<file path="config.mk">
export PLATFORM = sky130hd
export DESIGN_NAME = ball_engine_flat
export DESIGN_NICKNAME = d
export VERILOG_FILES = /design/src/rtl/pong_pkg.sv /design/src/rtl/ball_engine_if.sv /design/src/rtl/serve_timer.sv /design/src/rtl/ball_engine.sv /design/src/flat_wrapper.sv
export SDC_FILE = /design/constraint.sdc
export NUM_CORES = 1
export LEC_CHECK = 0
export CORE_UTILIZATION = 55
export DETAILED_ROUTE_END_ITERATION = 12
export PLACE_DENSITY = 0.83
export SLEW_MARGIN = 30
export SYNTH_ARGS = -nofsm -noshare
export SYNTH_HDL_FRONTEND = slang
export SYNTH_SLANG_ARGS = --single-unit
export TNS_END_PERCENT = 10
</file>
<file path="constraint.sdc">
create_clock -name in_clock -period 4.7 [get_ports in_clock]
set_clock_uncertainty 0.05 [all_clocks]
set_input_delay 0.47 -clock in_clock [delete_from_list [all_inputs] [get_ports in_clock]]
set_output_delay 0.47 -clock in_clock [all_outputs]
set_load 0.005 [all_outputs]
</file>
<file path="src/rtl/pong_pkg.sv">
// Types and display constants shared by the pong ball, paddle and renderer blocks.
package pong_pkg;
  localparam int COORD_W  = 12;
  localparam int D_WIDTH  = 639;
  localparam int D_HEIGHT = 470;

  typedef enum logic [1:0] {
    SERVE  = 2'd0,
    PLAY   = 2'd1,
    SCORED = 2'd2
  } state_t;
endpackage

</file>
<file path="src/rtl/ball_engine_if.sv">
// Ball engine bus: strobe/animate controls and paddle edges in, ball edges and score pulses out.
interface ball_engine_if;
  import pong_pkg::*;

  logic               in_ani_stb;
  logic               in_animate;
  logic [COORD_W-1:0] in_lbar_x2;
  logic [COORD_W-1:0] in_lbar_y1;
  logic [COORD_W-1:0] in_lbar_y2;
  logic [COORD_W-1:0] in_rbar_x1;
  logic [COORD_W-1:0] in_rbar_y1;
  logic [COORD_W-1:0] in_rbar_y2;
  logic [COORD_W-1:0] out_x1;
  logic [COORD_W-1:0] out_x2;
  logic [COORD_W-1:0] out_y1;
  logic [COORD_W-1:0] out_y2;
  logic               out_point_l;
  logic               out_point_r;
  state_t             out_state;

  modport master (
    output in_ani_stb, in_animate, in_lbar_x2, in_lbar_y1, in_lbar_y2,
           in_rbar_x1, in_rbar_y1, in_rbar_y2,
    input  out_x1, out_x2, out_y1, out_y2, out_point_l, out_point_r, out_state
  );

  modport slave (
    input  in_ani_stb, in_animate, in_lbar_x2, in_lbar_y1, in_lbar_y2,
           in_rbar_x1, in_rbar_y1, in_rbar_y2,
    output out_x1, out_x2, out_y1, out_y2, out_point_l, out_point_r, out_state
  );
endinterface

</file>
<file path="src/rtl/serve_timer.sv">
// Serve delay: counts strobes while start is held; done fires combinationally on the last one.
// Counter clears whenever start is low, so each serve begins from zero.
module serve_timer #(
  parameter int unsigned FRAMES = 60
) (
  input  logic in_clock,
  input  logic in_reset,
  input  logic stb,
  input  logic start,
  output logic done
);
  localparam logic [7:0] LAST = 8'(FRAMES - 1);

  logic [7:0] count;

  assign done = start & stb & (count == LAST);

  always_ff @(posedge in_clock or posedge in_reset) begin
    if (in_reset)      count <= 8'd0;
    else if (!start)   count <= 8'd0;
    else if (done)     count <= 8'd0;
    else if (stb)      count <= count + 8'd1;
  end
endmodule

</file>
<file path="src/rtl/ball_engine.sv">
// Pong ball: position/direction state advanced once per animation strobe, with wall/paddle bounces.
// Outputs come straight from state registers (1-clock latency); no backpressure, strobe-paced.
module ball_engine
  import pong_pkg::*;
#(
  parameter int SIZE         = 8,
  parameter int IX           = 320,
  parameter int IY           = 240,
  parameter int SPEED_X      = 2,
  parameter int SPEED_Y      = 2,
  parameter int D_WIDTH      = pong_pkg::D_WIDTH,
  parameter int D_HEIGHT     = pong_pkg::D_HEIGHT,
  parameter int SERVE_FRAMES = 60
) (
  input  logic         in_clock,
  input  logic         in_reset,
  ball_engine_if.slave bus
);
  // One extra bit keeps every sum and compare free of 12-bit wrap.
  typedef logic [COORD_W:0] wide_t;

  localparam wide_t SZ  = wide_t'(SIZE);
  localparam wide_t SPX = wide_t'(SPEED_X);
  localparam wide_t SPY = wide_t'(SPEED_Y);
  localparam wide_t DW  = wide_t'(D_WIDTH);
  localparam wide_t DH  = wide_t'(D_HEIGHT);

  state_t             state, state_nxt;
  logic [COORD_W-1:0] x, y, x_nxt, y_nxt, y_move;
  logic               dx, dy, dx_nxt, dy_nxt;
  logic               point_l, point_r, pl_nxt, pr_nxt;
  logic               stb, serve_done;
  logic               ov_l, ov_r, hit_l, hit_r, miss_l, miss_r, bnc_bot, bnc_top;
  wide_t              xw, yw, by1, by2, lx2, rx1;

  assign stb = bus.in_ani_stb & bus.in_animate;
  assign xw  = {1'b0, x};
  assign yw  = {1'b0, y};
  assign by1 = yw - SZ;
  assign by2 = yw + SZ;
  assign lx2 = {1'b0, bus.in_lbar_x2};
  assign rx1 = {1'b0, bus.in_rbar_x1};

  assign ov_l    = (by2 >= {1'b0, bus.in_lbar_y1}) && (by1 <= {1'b0, bus.in_lbar_y2});
  assign ov_r    = (by2 >= {1'b0, bus.in_rbar_y1}) && (by1 <= {1'b0, bus.in_rbar_y2});
  assign hit_l   = !dx && (xw >= lx2 + SZ) && (xw <= lx2 + SZ + SPX) && ov_l;
  assign hit_r   = dx && (xw + SZ <= rx1) && (xw + SZ + SPX >= rx1) && ov_r;
  assign miss_l  = !dx && (xw <= SZ + SPX);
  assign miss_r  = dx && (xw + SZ + SPX >= DW);
  assign bnc_bot = dy && (yw + SZ + SPY >= DH);
  assign bnc_top = !dy && (yw <= SZ + SPY);

  assign y_move = bnc_bot ? COORD_W'(DH - wide_t'(1) - SZ) :
                  bnc_top ? COORD_W'(SZ) :
                  dy      ? COORD_W'(yw + SPY) : COORD_W'(yw - SPY);

  serve_timer #(.FRAMES(SERVE_FRAMES)) u_serve_timer (
    .in_clock (in_clock),
    .in_reset (in_reset),
    .stb      (stb),
    .start    (state == SERVE),
    .done     (serve_done)
  );

  always_comb begin
    state_nxt = state;
    x_nxt     = x;
    y_nxt     = y;
    dx_nxt    = dx;
    dy_nxt    = dy;
    pl_nxt    = 1'b0;
    pr_nxt    = 1'b0;
    case (state)
      SERVE: if (serve_done) state_nxt = PLAY;
      PLAY: if (stb) begin
        dy_nxt = (bnc_bot | bnc_top) ? ~dy : dy;
        if (hit_l) begin
          x_nxt  = COORD_W'(lx2 + SZ + wide_t'(1));
          dx_nxt = 1'b1;
          y_nxt  = y_move;
        end else if (hit_r) begin
          x_nxt  = COORD_W'(rx1 - SZ - wide_t'(1));
          dx_nxt = 1'b0;
          y_nxt  = y_move;
        end else if (miss_l) begin
          state_nxt = SCORED;
          pr_nxt    = 1'b1;
        end else if (miss_r) begin
          state_nxt = SCORED;
          pl_nxt    = 1'b1;
        end else begin
          x_nxt = dx ? COORD_W'(xw + SPX) : COORD_W'(xw - SPX);
          y_nxt = y_move;
        end
      end
      SCORED: begin
        // Serve toward whoever conceded: a left-player point means the right side missed.
        state_nxt = SERVE;
        x_nxt     = COORD_W'(IX);
        y_nxt     = COORD_W'(IY);
        dy_nxt    = 1'b1;
        dx_nxt    = point_l;
      end
      default: state_nxt = SERVE;
    endcase
  end

  always_ff @(posedge in_clock or posedge in_reset) begin
    if (in_reset) begin
      state   <= SERVE;
      x       <= COORD_W'(IX);
      y       <= COORD_W'(IY);
      dx      <= 1'b1;
      dy      <= 1'b1;
      point_l <= 1'b0;
      point_r <= 1'b0;
    end else begin
      state   <= state_nxt;
      x       <= x_nxt;
      y       <= y_nxt;
      dx      <= dx_nxt;
      dy      <= dy_nxt;
      point_l <= pl_nxt;
      point_r <= pr_nxt;
    end
  end

  assign bus.out_x1      = COORD_W'(xw - SZ);
  assign bus.out_x2      = COORD_W'(xw + SZ);
  assign bus.out_y1      = COORD_W'(yw - SZ);
  assign bus.out_y2      = COORD_W'(yw + SZ);
  assign bus.out_point_l = point_l;
  assign bus.out_point_r = point_r;
  assign bus.out_state   = state;
endmodule

</file>
<file path="src/flat_wrapper.sv">
// flat-port wrapper written by rule: the top's interface ports become plain ports
module ball_engine_flat import pong_pkg::*;
#(
  parameter int SIZE         = 8,
  parameter int IX           = 320,
  parameter int IY           = 240,
  parameter int SPEED_X      = 2,
  parameter int SPEED_Y      = 2,
  parameter int D_WIDTH      = pong_pkg::D_WIDTH,
  parameter int D_HEIGHT     = pong_pkg::D_HEIGHT,
  parameter int SERVE_FRAMES = 60
)
  (in_clock, in_reset, bus_in_ani_stb, bus_in_animate, bus_in_lbar_x2, bus_in_lbar_y1, bus_in_lbar_y2, bus_in_rbar_x1, bus_in_rbar_y1, bus_in_rbar_y2, bus_out_x1, bus_out_x2, bus_out_y1, bus_out_y2, bus_out_point_l, bus_out_point_r, bus_out_state);
  ball_engine_if bus_i ();
  input  logic in_clock;
  input  logic in_reset;
  input wire logic [$bits(bus_i.in_ani_stb)-1:0] bus_in_ani_stb;
  input wire logic [$bits(bus_i.in_animate)-1:0] bus_in_animate;
  input wire logic [$bits(bus_i.in_lbar_x2)-1:0] bus_in_lbar_x2;
  input wire logic [$bits(bus_i.in_lbar_y1)-1:0] bus_in_lbar_y1;
  input wire logic [$bits(bus_i.in_lbar_y2)-1:0] bus_in_lbar_y2;
  input wire logic [$bits(bus_i.in_rbar_x1)-1:0] bus_in_rbar_x1;
  input wire logic [$bits(bus_i.in_rbar_y1)-1:0] bus_in_rbar_y1;
  input wire logic [$bits(bus_i.in_rbar_y2)-1:0] bus_in_rbar_y2;
  output wire logic [$bits(bus_i.out_x1)-1:0] bus_out_x1;
  output wire logic [$bits(bus_i.out_x2)-1:0] bus_out_x2;
  output wire logic [$bits(bus_i.out_y1)-1:0] bus_out_y1;
  output wire logic [$bits(bus_i.out_y2)-1:0] bus_out_y2;
  output wire logic [$bits(bus_i.out_point_l)-1:0] bus_out_point_l;
  output wire logic [$bits(bus_i.out_point_r)-1:0] bus_out_point_r;
  output wire logic [$bits(bus_i.out_state)-1:0] bus_out_state;
  assign bus_i.in_ani_stb = bus_in_ani_stb;
  assign bus_i.in_animate = bus_in_animate;
  assign bus_i.in_lbar_x2 = bus_in_lbar_x2;
  assign bus_i.in_lbar_y1 = bus_in_lbar_y1;
  assign bus_i.in_lbar_y2 = bus_in_lbar_y2;
  assign bus_i.in_rbar_x1 = bus_in_rbar_x1;
  assign bus_i.in_rbar_y1 = bus_in_rbar_y1;
  assign bus_i.in_rbar_y2 = bus_in_rbar_y2;
  assign bus_out_x1 = bus_i.out_x1;
  assign bus_out_x2 = bus_i.out_x2;
  assign bus_out_y1 = bus_i.out_y1;
  assign bus_out_y2 = bus_i.out_y2;
  assign bus_out_point_l = bus_i.out_point_l;
  assign bus_out_point_r = bus_i.out_point_r;
  assign bus_out_state = bus_i.out_state;
  ball_engine #(.SIZE(SIZE), .IX(IX), .IY(IY), .SPEED_X(SPEED_X), .SPEED_Y(SPEED_Y), .D_WIDTH(D_WIDTH), .D_HEIGHT(D_HEIGHT), .SERVE_FRAMES(SERVE_FRAMES)) u_core (.in_clock(in_clock), .in_reset(in_reset), .bus(bus_i));
endmodule
</file>
Word-level counts from Yosys, hierarchy flattened. Cells that the tools add are included.

Logic and storage cells: 118. Input bits: 76. Register bits: 38. Output and inout bits: 52.

Eq/ne operators: 13. Reduce and logical (&&, ||, !) cells: 20. $add $sub $neg: 16. Order comparisons: 12. Bitwise operators: 5. Muxes and demuxes: 44.

Operators with widths (count): $mux W12 (14); $pmux W12 S2 (2); $add A12 B4 Y13 const B (3); $add A13 B2 Y13 const B (3); $ge A13 B12 Y1 (3); $le A13 B12 Y1 (3); $add A12 B2 Y12 const B (2); $le A12 B4 Y1 const B (2); $mux W8 (3); $sub A12 B2 Y12 const B (2); $sub A12 B4 Y12 const B (2); $mux W1 (16); $ge A12 B13 Y1 (1); $ge A13 B10 Y1 const B (1); $ge A13 B9 Y1 const B (1); $le A12 B13 Y1 (1); $sub A12 B4 Y13 const B (1); $add A12 B1 Y12 const B (1); $logic_and A1 B1 Y1 (12); $mux W2 (6); $sub A12 B1 Y12 const B (1); $add A8 B1 Y8 const B (1); $eq A8 B6 Y1 const B (1); $ne A4 B2 Y1 const B (2); other kinds (17) (26).

Depth between registers and ports, before layout. Gate-level depths: netlist of run 1.

Word-level depth: 11. Mapped depth: 20.

Cells and area by module. A second synthesis of run 1 with hierarchy kept.

Cells, all modules: 932. Area, all modules: 7267.0 um^2.

Modules (own cells, without submodules): ball_engine (area each 6805.3 um^2, times used 1, cells an instance 882); serve_timer (area each 461.7 um^2, times used 1, cells an instance 50).

Least setup slack after synthesis of run 1. OpenSTA, ideal clock, no wires.

Path type: flip-flop to flip-flop. Start: register u_core.x[3]. End: register u_core.state[0], in the netlist u_core.bus.out_state[0]. Cell stages (with the launch flop): 20. Library setup time: 128 ps. Required time: 4522 ps. Data arrival time: 3968 ps. Clock period less this slack: 4145 ps. Slack: 555 ps. Cell sequence: dfrtp_1 -> buf_2 -> inv_1 -> ha_1 -> and4b_1 -> nand2_1 -> a21o_1 -> nor3_1 -> nor2_1 -> ha_1 -> a21o_1 -> a21oi_1 -> nand2_1 -> a211oi_1 -> a21boi_2 -> nor2_1 -> buf_6 -> or4_1 -> a21boi_1 -> mux2_1.

Cells in the longest elaborated chain, start to end: 7. Elaborated cells on any way between the ends: 25.

Ends and longest elaborated chain: from (decl) (RTL line ball_engine.sv:29) `logic [COORD_W-1:0] x, y, x_nxt, y_nxt, y_move;`; from (signal assigned) (RTL line ball_engine.sv:111) `x <= COORD_W'(IX);`; from (signal assigned) (RTL line ball_engine.sv:119) `x <= x_nxt;`; $add A12 B4 Y13 (*) (RTL line ball_engine.sv:47, ball_engine.sv:49); named net bus_out_x2[4] (RTL line flat_wrapper.sv:26) `output wire logic [$bits(bus_i.out_x2)-1:0] bus_out_x2;`; $add A13 B2 Y13 / $le A13 B12 Y1 (equally long branches) (RTL line ball_engine.sv:47, ball_engine.sv:49); $ge A13 B12 Y1 / $logic_and A1 B1 Y1 (equally long branches) (RTL line ball_engine.sv:47) `assign hit_r = dx && (xw + SZ <= rx1) && (xw + SZ + SPX >= rx1) && ov_r;`; $logic_and A1 B1 Y1 (2 in a row) (RTL line ball_engine.sv:47); $ne A2 B2 Y1 (no line); $reduce_and A5 Y1 (no line) (*); to (signal assigned) (RTL line ball_engine.sv:118) `state <= state_nxt;`; to (decl) (RTL line ball_engine.sv:28) `state_t state, state_nxt;`.

The timed path passes the listed nets; every way through them passes the cells marked *. The select of a mux whose other input is x is not followed. A chain may end at the register's enable or synchronous reset.

Final worst setup path of run 1.
Start: input bus_in_lbar_x2[6]. End: register u_core.state[0], in the netlist u_core.bus.out_state[0].

Cells in the longest elaborated chain, start to end: 7. Elaborated cells on any way between the ends: 9.

Ends and longest elaborated chain: from (decl) (RTL line flat_wrapper.sv:19) `input wire logic [$bits(bus_i.in_lbar_x2)-1:0] bus_in_lbar_x2;`; $add A12 B4 Y13 (*) (RTL line ball_engine.sv:46) `assign hit_l = !dx && (xw >= lx2 + SZ) && (xw <= lx2 + SZ + SPX) && ov_l;`; $add A13 B2 Y13 / $ge A12 B13 Y1 (equally long branches) (RTL line ball_engine.sv:46); $le A12 B13 Y1 / $logic_and A1 B1 Y1 (equally long branches) (RTL line ball_engine.sv:46); $logic_and A1 B1 Y1 (*) (2 in a row) (RTL line ball_engine.sv:46); $ne A2 B2 Y1 (no line) (*); $reduce_and A5 Y1 (no line) (*).

Mark *: on every way between the ends. The rest lies on a longest branch, timed or not.

==> impl_metrics.env, run 1 <==
export IMPL_ys_flop_type="dfrtp_1"
export IMPL_antenna_found_initial=0
export IMPL_postCtsSetupBuffers=0
export IMPL_fp_dieArea_mm2=0.0133
export IMPL_power_density_mw_per_mm2=190
export IMPL_postSynthCellCount=882
export IMPL_rr_endpoint="u_core.bus.out_state[0]$_DFFE_PP0P_"
export IMPL_clkTransAtPathRegs_ps=60
export IMPL_drt_iter0_markers=693
export IMPL_yosys_warnings=0
export IMPL_synthDistinctLibCells=85
export IMPL_synth_edf_count=0
export IMPL_num_antenna_cells=0
export IMPL_vias=7017
export IMPL_drive_gt1_frac=0.0812
export IMPL_hold_path_class="flop to flop"
export IMPL_path_max_fanout=5
export IMPL_cp_required_ps=4820
export IMPL_synth_nets=1089
export IMPL_cp_top_family="simple AND/OR/NAND/NOR gates"
export IMPL_avgSynthCellArea_um2=7.99
export IMPL_setup_viol=0
export IMPL_cts_hold_buf=0
export IMPL_layout_nets=1216
export IMPL_postRouteAntennaNets=0
export IMPL_netlist_area_mm2=0.00704
export IMPL_slew_headroom=0.341
export IMPL_rr_worst_depth=15
export IMPL_synthArstFlopShare=1.00
export IMPL_first_global_vias=6596
export IMPL_port_buffers=127
export IMPL_yosys_register_bits=38
export IMPL_cap_violations=0
export IMPL_rows=40
export IMPL_vias_per_cell=5.96
export IMPL_cts_buffers=5
export IMPL_wire_per_inst_um=16.8
export IMPL_clockRootBuffer="clkbuf_16"
export IMPL_start_util=0.574
export IMPL_clk_latency_ps=280
export IMPL_die_width_um=115
export IMPL_syn2layout_area_growth_pct=22.9
export IMPL_holdPathStages=2
export IMPL_max_stage_delay_ps=530
export IMPL_seq_area_frac_synth=0.136
export IMPL_clock_sinks=38
export IMPL_cts_tree="built"
export IMPL_drv_slew=0
export IMPL_crit_type="primary input to flop"
export IMPL_critPathBufInv=1
export IMPL_hold_viol=0
export IMPL_first_pass_iters=5
export IMPL_rsz0062_at_grt="false"
export IMPL_end_kind="flop"
export IMPL_leakage_uw=0.00401
export IMPL_crit_path_start_kind="primary input"
export IMPL_r2r_start="u_core.x[6]$_DFFE_PP1P_"
export IMPL_coreArea_mm2=0.0123
export IMPL_cts_resized=0
export IMPL_finalSetupTns_ps=0
export IMPL_ios=128
export IMPL_regToRegSetupSlack_ps=320
export IMPL_globalRoute_totalOverflow=0
export IMPL_cts_buffer_depth=2
export IMPL_min_from="u_core.u_serve_timer.count[7]$_DFFE_PP0P_"
export IMPL_crit_path_cell_trace="clkdlybuf4s50_1, nand2_1, or3_1, a21o_1, or3_4, nor2_1, xor2_1, ha_1, and3_1, nand3_1, o31ai_1, o311a_4, nor2_4, or4_1, a21boi_1, mux2_1"
export IMPL_gp_congestion=0.898
export IMPL_outcome="complete, no violations"
export IMPL_min_period_ps=4390
export IMPL_post_route_drc_count=0
export IMPL_grt_max_degree=39
export IMPL_timing_fmax_mhz=228
export IMPL_drt_total_wl_mm=19.8
export IMPL_whs_endpoint="u_core.u_serve_timer.count[7]$_DFFE_PP0P_"
export IMPL_min_period_over_period=0.933
export IMPL_grt_pass1_wl_mm=32.0
export IMPL_arrival_ps=4500
export IMPL_dieHeight_um=115
export IMPL_peakVddDrop_uv=196
export IMPL_slowest_stage="clkdlybuf4s50_1"
export IMPL_final_cells=1178
export IMPL_htree_levels=2
export IMPL_placed_cells=1170
export IMPL_power_total_uw=1640
export IMPL_tightestPinTransition_ps=980
export IMPL_dp_hpwl_mm=16.1
export IMPL_track_usage=0.303
[registers in the layout, indices dropped and copies added (netlist names)]
register                    count
u_core.u_serve_timer.count      8
u_core.x                       12
u_core.dx                       1
u_core.dy                       1
u_core.bus.out_point_r          1
u_core.bus.out_point_l          1
u_core.y                       12
u_core.bus.out_state            2
[kinds of logic after synthesis]
logic type      Yosys count  share of synthesized area
xor+xnor                 91                      0.118
mux                      13                     0.0199
simple gates            269                      0.202
flops                    38                      0.136
compound gates          200                      0.196
buf+inv                 140                     0.0922
fa+ha+maj               131                      0.235
[worst register-to-register path, stage by stage, from the launching register on]
cell and delay (ps):
dfstp_4 740, inv_1 200, nor3_1 370, o221ai_2 240, nor3_2 300, nor2_1 90, ha_1 300, a21o_1 180
a21oi_1 160, nand2_1 70, a211oi_1 220, a21boi_2 230, nor2_1 120, or4_1 490, a21boi_1 170, mux2_1 330
[layout by cell type, fill, tap and decap left out, types with 13 or more instances in the layout]
| cell | n |
|---|---|
| o21a_1 | 13 |
| nand3_1 | 33 |
| dfrtp_1 | 30 |
| ha_1 | 128 |
| a21o_1 | 20 |
| nor2_1 | 59 |
| nand2_1 | 44 |
| nand4_1 | 16 |
| nor3_1 | 32 |
| o21ai_0 | 36 |
| a21oi_1 | 43 |
| xor2_1 | 27 |
| buf_4 | 31 |
| inv_1 | 101 |
| nand2b_1 | 14 |
| clkdlybuf4s50_1 | 127 |
| xnor2_1 | 61 |
[worst max path at each step]
stage | from | to | slack, ps | cells after the start
floorplan | u_core.x[3]$_DFFE_PP0P_ | u_core.bus.out_state[0]$_DFFE_PP0P_ | 550 | 19
global placement | bus_in_lbar_x2[3] | u_core.bus.out_state[0]$_DFFE_PP0P_ | 140 | 16
detailed placement | bus_in_lbar_x2[6] | u_core.bus.out_state[0]$_DFFE_PP0P_ | 40 | 16
CTS | u_core.x[6]$_DFFE_PP1P_ | u_core.bus.out_state[0]$_DFFE_PP0P_ | 270 | 15
global route | bus_in_lbar_x2[6] | u_core.bus.out_state[0]$_DFFE_PP0P_ | 20 | 17
finish | bus_in_lbar_x2[6] | u_core.bus.out_state[0]$_DFFE_PP0P_ | 310 | 16
[cells in the mapped netlist, types with 5 or more instances]
| cell type | number | area (µm²) |
|---|---|---|
| nand3_1 | 33 | 165 |
| buf_6 | 8 | 90.1 |
| a31o_2 | 5 | 43.8 |
| a211oi_1 | 6 | 45.0 |
| dfrtp_1 | 30 | 751 |
| a211o_1 | 6 | 52.6 |
| or3_1 | 8 | 50.1 |
| nor3_1 | 33 | 165 |
| or4_1 | 8 | 60.1 |
| a21o_1 | 20 | 150 |
| buf_4 | 14 | 105 |
| nand4_1 | 16 | 100 |
| nor2_1 | 59 | 221 |
| buf_2 | 8 | 40.0 |
| xor2_1 | 27 | 236 |
| o31ai_1 | 5 | 37.5 |
| and3_1 | 5 | 31.3 |
| o211ai_1 | 8 | 60.1 |
| o21a_1 | 13 | 97.6 |
| o21ai_1 | 7 | 35.0 |
| clkbuf_1 | 6 | 22.5 |
| mux2i_1 | 8 | 80.1 |
| o21ai_0 | 36 | 180 |
| o221ai_1 | 6 | 52.6 |
| nor4_1 | 7 | 43.8 |
| xnor2_1 | 61 | 534 |
| nor2b_1 | 6 | 37.5 |
| inv_1 | 101 | 379 |
| a21oi_1 | 43 | 215 |
| nand2b_1 | 14 | 87.6 |
| dfstp_2 | 8 | 210 |
| nand2_1 | 44 | 165 |
| and2_1 | 5 | 31.3 |
| ha_1 | 129 | 1610 |
[report_power, final]
| group | total (µW) | leakage (µW) | internal (µW) | switching, µW |
|---|---|---|---|---|
| Combinational | 882 | 0.00344 | 435 | 447 |
| Clock | 349 | 0.0000729 | 210 | 139 |
| Sequential | 412 | 0.000496 | 360 | 51.6 |
[stage by stage]
step                      hold WS (ps)  setup slack [ps]   util  area (µm²)
final                              491               315  0.706        8650
after CTS                          492               265  0.705        8640
after floorplan                    447               555      -        7040
after detailed placement           481              39.8  0.693        8490
after global placement             471               140  0.693        8490
after global routing               519              18.7  0.706        8650
[layout make-up]
cell class | instances | area [µm²]
clock buffers | 6 | 139
clock inverters | 2 | 12.5
fillers | 953 | 3610
inverters | 102 | 383
multi-input cells | 704 | 5440
flip-flops and latches | 38 | 965
well taps | 168 | 210
repair buffers | 158 | 1500
[metal layers]
layer  track usage  part of all wire  vias to the layer above
li1              -                 -                     3415
met1         0.426              0.46                     3243
met2         0.487              0.45                      320
met3        0.0311             0.068                       39
met4        0.0944             0.023                        0
met5             0                 0                        -
Power figures use the tool's default switching activity.
==> inputs of run 2 (changes only) <==
==> constraint.sdc (replaced) <==
create_clock -name in_clock -period 4.7 [get_ports in_clock]
set_clock_uncertainty 0.05 [all_clocks]
set_input_delay 0.47 -clock in_clock [delete_from_list [all_inputs] [get_ports in_clock]]
set_output_delay 0.47 -clock in_clock [all_outputs]
set_load 0.02 [all_outputs]
==> results of run 2 <==
Same layout as run 1 (identical final DEF). Status: complete, no violations.
Main changes from that run: total power 1640 µW -> 1670 µW
==> inputs of run 3 (changes only) <==
--- a/config.mk
+++ b/config.mk
@@ -5,11 +5,13 @@
 export SDC_FILE = /design/constraint.sdc
 export NUM_CORES = 1
 export LEC_CHECK = 0
+export CAP_MARGIN = 20
 export CORE_UTILIZATION = 55
 export DETAILED_ROUTE_END_ITERATION = 12
 export PLACE_DENSITY = 0.83
 export SLEW_MARGIN = 30
 export SYNTH_ARGS = -nofsm -noshare
 export SYNTH_HDL_FRONTEND = slang
+export SYNTH_HIERARCHICAL = 1
 export SYNTH_SLANG_ARGS = --single-unit
 export TNS_END_PERCENT = 10
==> run 3 against run 2 <==
First-iteration DRC count up 7.2%. Via count up 3.4%. Sequential power up 95%. Power rose to 4.0 times the previous value. Synthesized cell count up 5.7%. Maximum frequency down 1.3%. Cell count up 4.2%. Non-clock buffer count down 1.
==> impl_metrics.env, run 3 <==
export IMPL_outcome="complete, no violations"
export IMPL_grt_pass1_wl_mm=32.5
export IMPL_postSynthCellCount=932
export IMPL_cap_violations=0
export IMPL_p_int_uw=3130
export IMPL_final_common_cell="ha_1"
export IMPL_cts_buffer_depth=2
export IMPL_dp_hpwl_mm=16.2
export IMPL_die_width_um=117
export IMPL_leakage_uw=0.00412
export IMPL_synth_edf_count=0
export IMPL_setup_viol=0
export IMPL_crit_path_cell_trace="clkdlybuf4s50_1, ha_1, and3b_1, o221ai_1, o21ai_2, nand3b_4, nor2_1, nand2_1, xnor2_1, ha_1, nand3_1, nor3_1, o211ai_1, a221oi_1, o41ai_1, nand4b_2, buf_4, nand2_1, a2111oi_1"
export IMPL_drt_iter0_markers=743
export IMPL_critPathLaunch="bus_in_lbar_x2[3]"
export IMPL_synth_area_top_cells="ha_1, dfrtp_1, xnor2_1"
export IMPL_dieHeight_um=117
export IMPL_final_util=0.698
export IMPL_netlist_area_mm2=0.00727
export IMPL_cts_buffers=5
export IMPL_rows=41
export IMPL_swShare=0.524
export IMPL_synth_area_leader_cell="ha_1"
export IMPL_first_pass_iters=7
export IMPL_max_stage_delay_ps=530
export IMPL_slew_headroom=0.484
export IMPL_post_route_drc_count=0
export IMPL_clk_latency_ps=280
export IMPL_grt_max_degree=33
export IMPL_port_buffers=127
export IMPL_yosys_warnings=6
export IMPL_postCtsSetupBuffers=0
export IMPL_num_antenna_cells=0
export IMPL_arrival_ps=4520
export IMPL_crit_type="primary input to flop"
export IMPL_peakVddDrop_uv=330
export IMPL_synth_most_common_cell="ha_1"
export IMPL_syn2layout_area_growth_pct=22.6
export IMPL_synthDistinctLibCells=83
export IMPL_cp_required_ps=4770
export IMPL_pwr_share_clk=0.059
export IMPL_ys_top_cells_by_count="ha_1, inv_1, a21oi_1"
export IMPL_yosysTopAreaCellShare=0.231
export IMPL_slowest_stage="clkdlybuf4s50_1"
export IMPL_vias=7256
export IMPL_cp_top_family="compound AO/OA/AOI/OAI gates"
export IMPL_power_density_mw_per_mm2=738
export IMPL_final_cells=1227
export IMPL_cts_hold_buf=0
export IMPL_yosys_register_bits=38
export IMPL_hold_ws_ps=425
export IMPL_min_period_over_period=0.945
export IMPL_coreArea_mm2=0.0128
export IMPL_min_period_ps=4440
export IMPL_fp_dieArea_mm2=0.0137
export IMPL_start_util=0.569
export IMPL_ios=128
export IMPL_placed_cells=1219
export IMPL_hold_viol=0
export IMPL_antenna_found_initial=0
export IMPL_avgSynthCellArea_um2=7.80
export IMPL_clockRootBuffer="clkbuf_16"
export IMPL_gp_congestion=0.948
export IMPL_cts_tree="built"
export IMPL_p_sw_uw=3450
export IMPL_comb_power_share=0.819
export IMPL_clkTransAtPathRegs_ps=60
export IMPL_clock_sinks=38
export IMPL_critPathBufInv=2
export IMPL_htree_levels=2
export IMPL_drv_slew=0
export IMPL_crit_path_start_kind="primary input"
export IMPL_wire_per_inst_um=16.3
export IMPL_track_usage=0.299
export IMPL_postRouteAntennaNets=0
export IMPL_ys_flop_type="dfrtp_1"
export IMPL_seqPwrFrac=0.122
export IMPL_cts_resized=0
export IMPL_final_cell_mix="ha_1, clkdlybuf4s50_1, inv_1"
export IMPL_first_global_vias=6847
export IMPL_timing_fmax_mhz=225
export IMPL_globalRoute_totalOverflow=0
export IMPL_synthArstFlopShare=1.00
export IMPL_top_regs="u_core/x (12), u_core/y (12), u_core/u_serve_timer/count (8)"
export IMPL_end_kind="flop"
export IMPL_hold_path_class="primary input to async pin"
export IMPL_vias_per_cell=5.91
export IMPL_synth_nets=1144
export IMPL_seq_area_frac_synth=0.132
export IMPL_drive_gt1_frac=0.0673
export IMPL_path_max_fanout=7
export IMPL_r2r_start="u_core/y[5]$_DFFE_PP1P_"
export IMPL_tightestPinTransition_ps=773
export IMPL_drt_total_wl_mm=20.0
export IMPL_layout_nets=1266
-- run 3: worst reg2reg max path: stages, from the launching register on --
cell       delay [ps]
dfstp_2           450
or4_4             580
nor4_1            270
xor2_1            350
ha_1              330
a2111oi_0         490
a31oi_1           290
a2111oi_4         470
nand2_4           170
a41oi_4           280
buf_12            210
mux2_2            340
-- run 3: layout make-up --
| class | instances | area, µm² |
|---|---|---|
| Tap cell | 172 | 215 |
| Timing Repair Buffer | 157 | 1510 |
| Inverter | 96 | 360 |
| Clock inverter | 1 | 30.0 |
| Fill cell | 1044 | 3860 |
| Sequential cell | 38 | 961 |
| Clock buffer | 7 | 143 |
| Multi-Input combinational cell | 756 | 5690 |
-- run 3: power by group through the flow --
stage	Sequential (µW)	Combinational, µW	Clock, µW
finish	803	5390	389
global route	826	5970	403
CTS	793	5330	393
detailed placement	799	5290	0
global placement	791	5150	0
floorplan	655	3850	0
-- run 3: kinds of logic after synthesis --
kind of cell	count (synthesis)	share of synthesized area
simple gates	294	0.214
compound gates	227	0.208
buf+inv	138	0.0851
fa+ha+maj	136	0.236
xor+xnor	90	0.111
flops	38	0.132
mux	9	0.0134
-- run 3: path summary, 6_finish.rpt --
| kind | to | cells past startpoint | slack [ps] |
|---|---|---|---|
| worst max-delay path | u_core/bus.out_point_l$_DFF_PP0_ | 19 | 260 |
| worst min-delay path | u_core/u_serve_timer/count[2]$_DFFE_PP0P_ | 2 | 420 |
| worst max register to register | u_core/x[2]$_DFFE_PP0P_ | 11 | 310 |
| worst min register to register | u_core/bus.out_state[1]$_DFFE_PP0P_ | 1 | 510 |
| max in group asynchronous | u_core/x[6]$_DFFE_PP1P_ | 3 | 3730 |
| min in group in_clock | u_core/bus.out_state[1]$_DFFE_PP0P_ | 1 | 510 |
-- run 3: metrics by stage --
step | worst slack [ps] | total power (µW) | setup TNS, ps | area [µm²]
3_5_place_dp | -64.9 | 6090 | -264 | 8730
3_3_place_gp | 146 | 5940 | 0 | 8730
6_report | 257 | 6580 | 0 | 8910
4_1_cts | 218 | 6510 | 0 | 8910
2_1_floorplan | 174 | 4500 | 0 | 7270
5_1_grt | -40.2 | 7200 | -133 | 8910
-- run 3: layer usage --
| metal | global-route usage | share of wire | vias up |
|---|---|---|---|
| met4 | 0.0886 | 0.021 | 0 |
| met1 | 0.407 | 0.46 | 3374 |
| met3 | 0.0396 | 0.074 | 39 |
| met2 | 0.493 | 0.45 | 283 |
| li1 | - | - | 3560 |
| met5 | 0 | 0 | - |
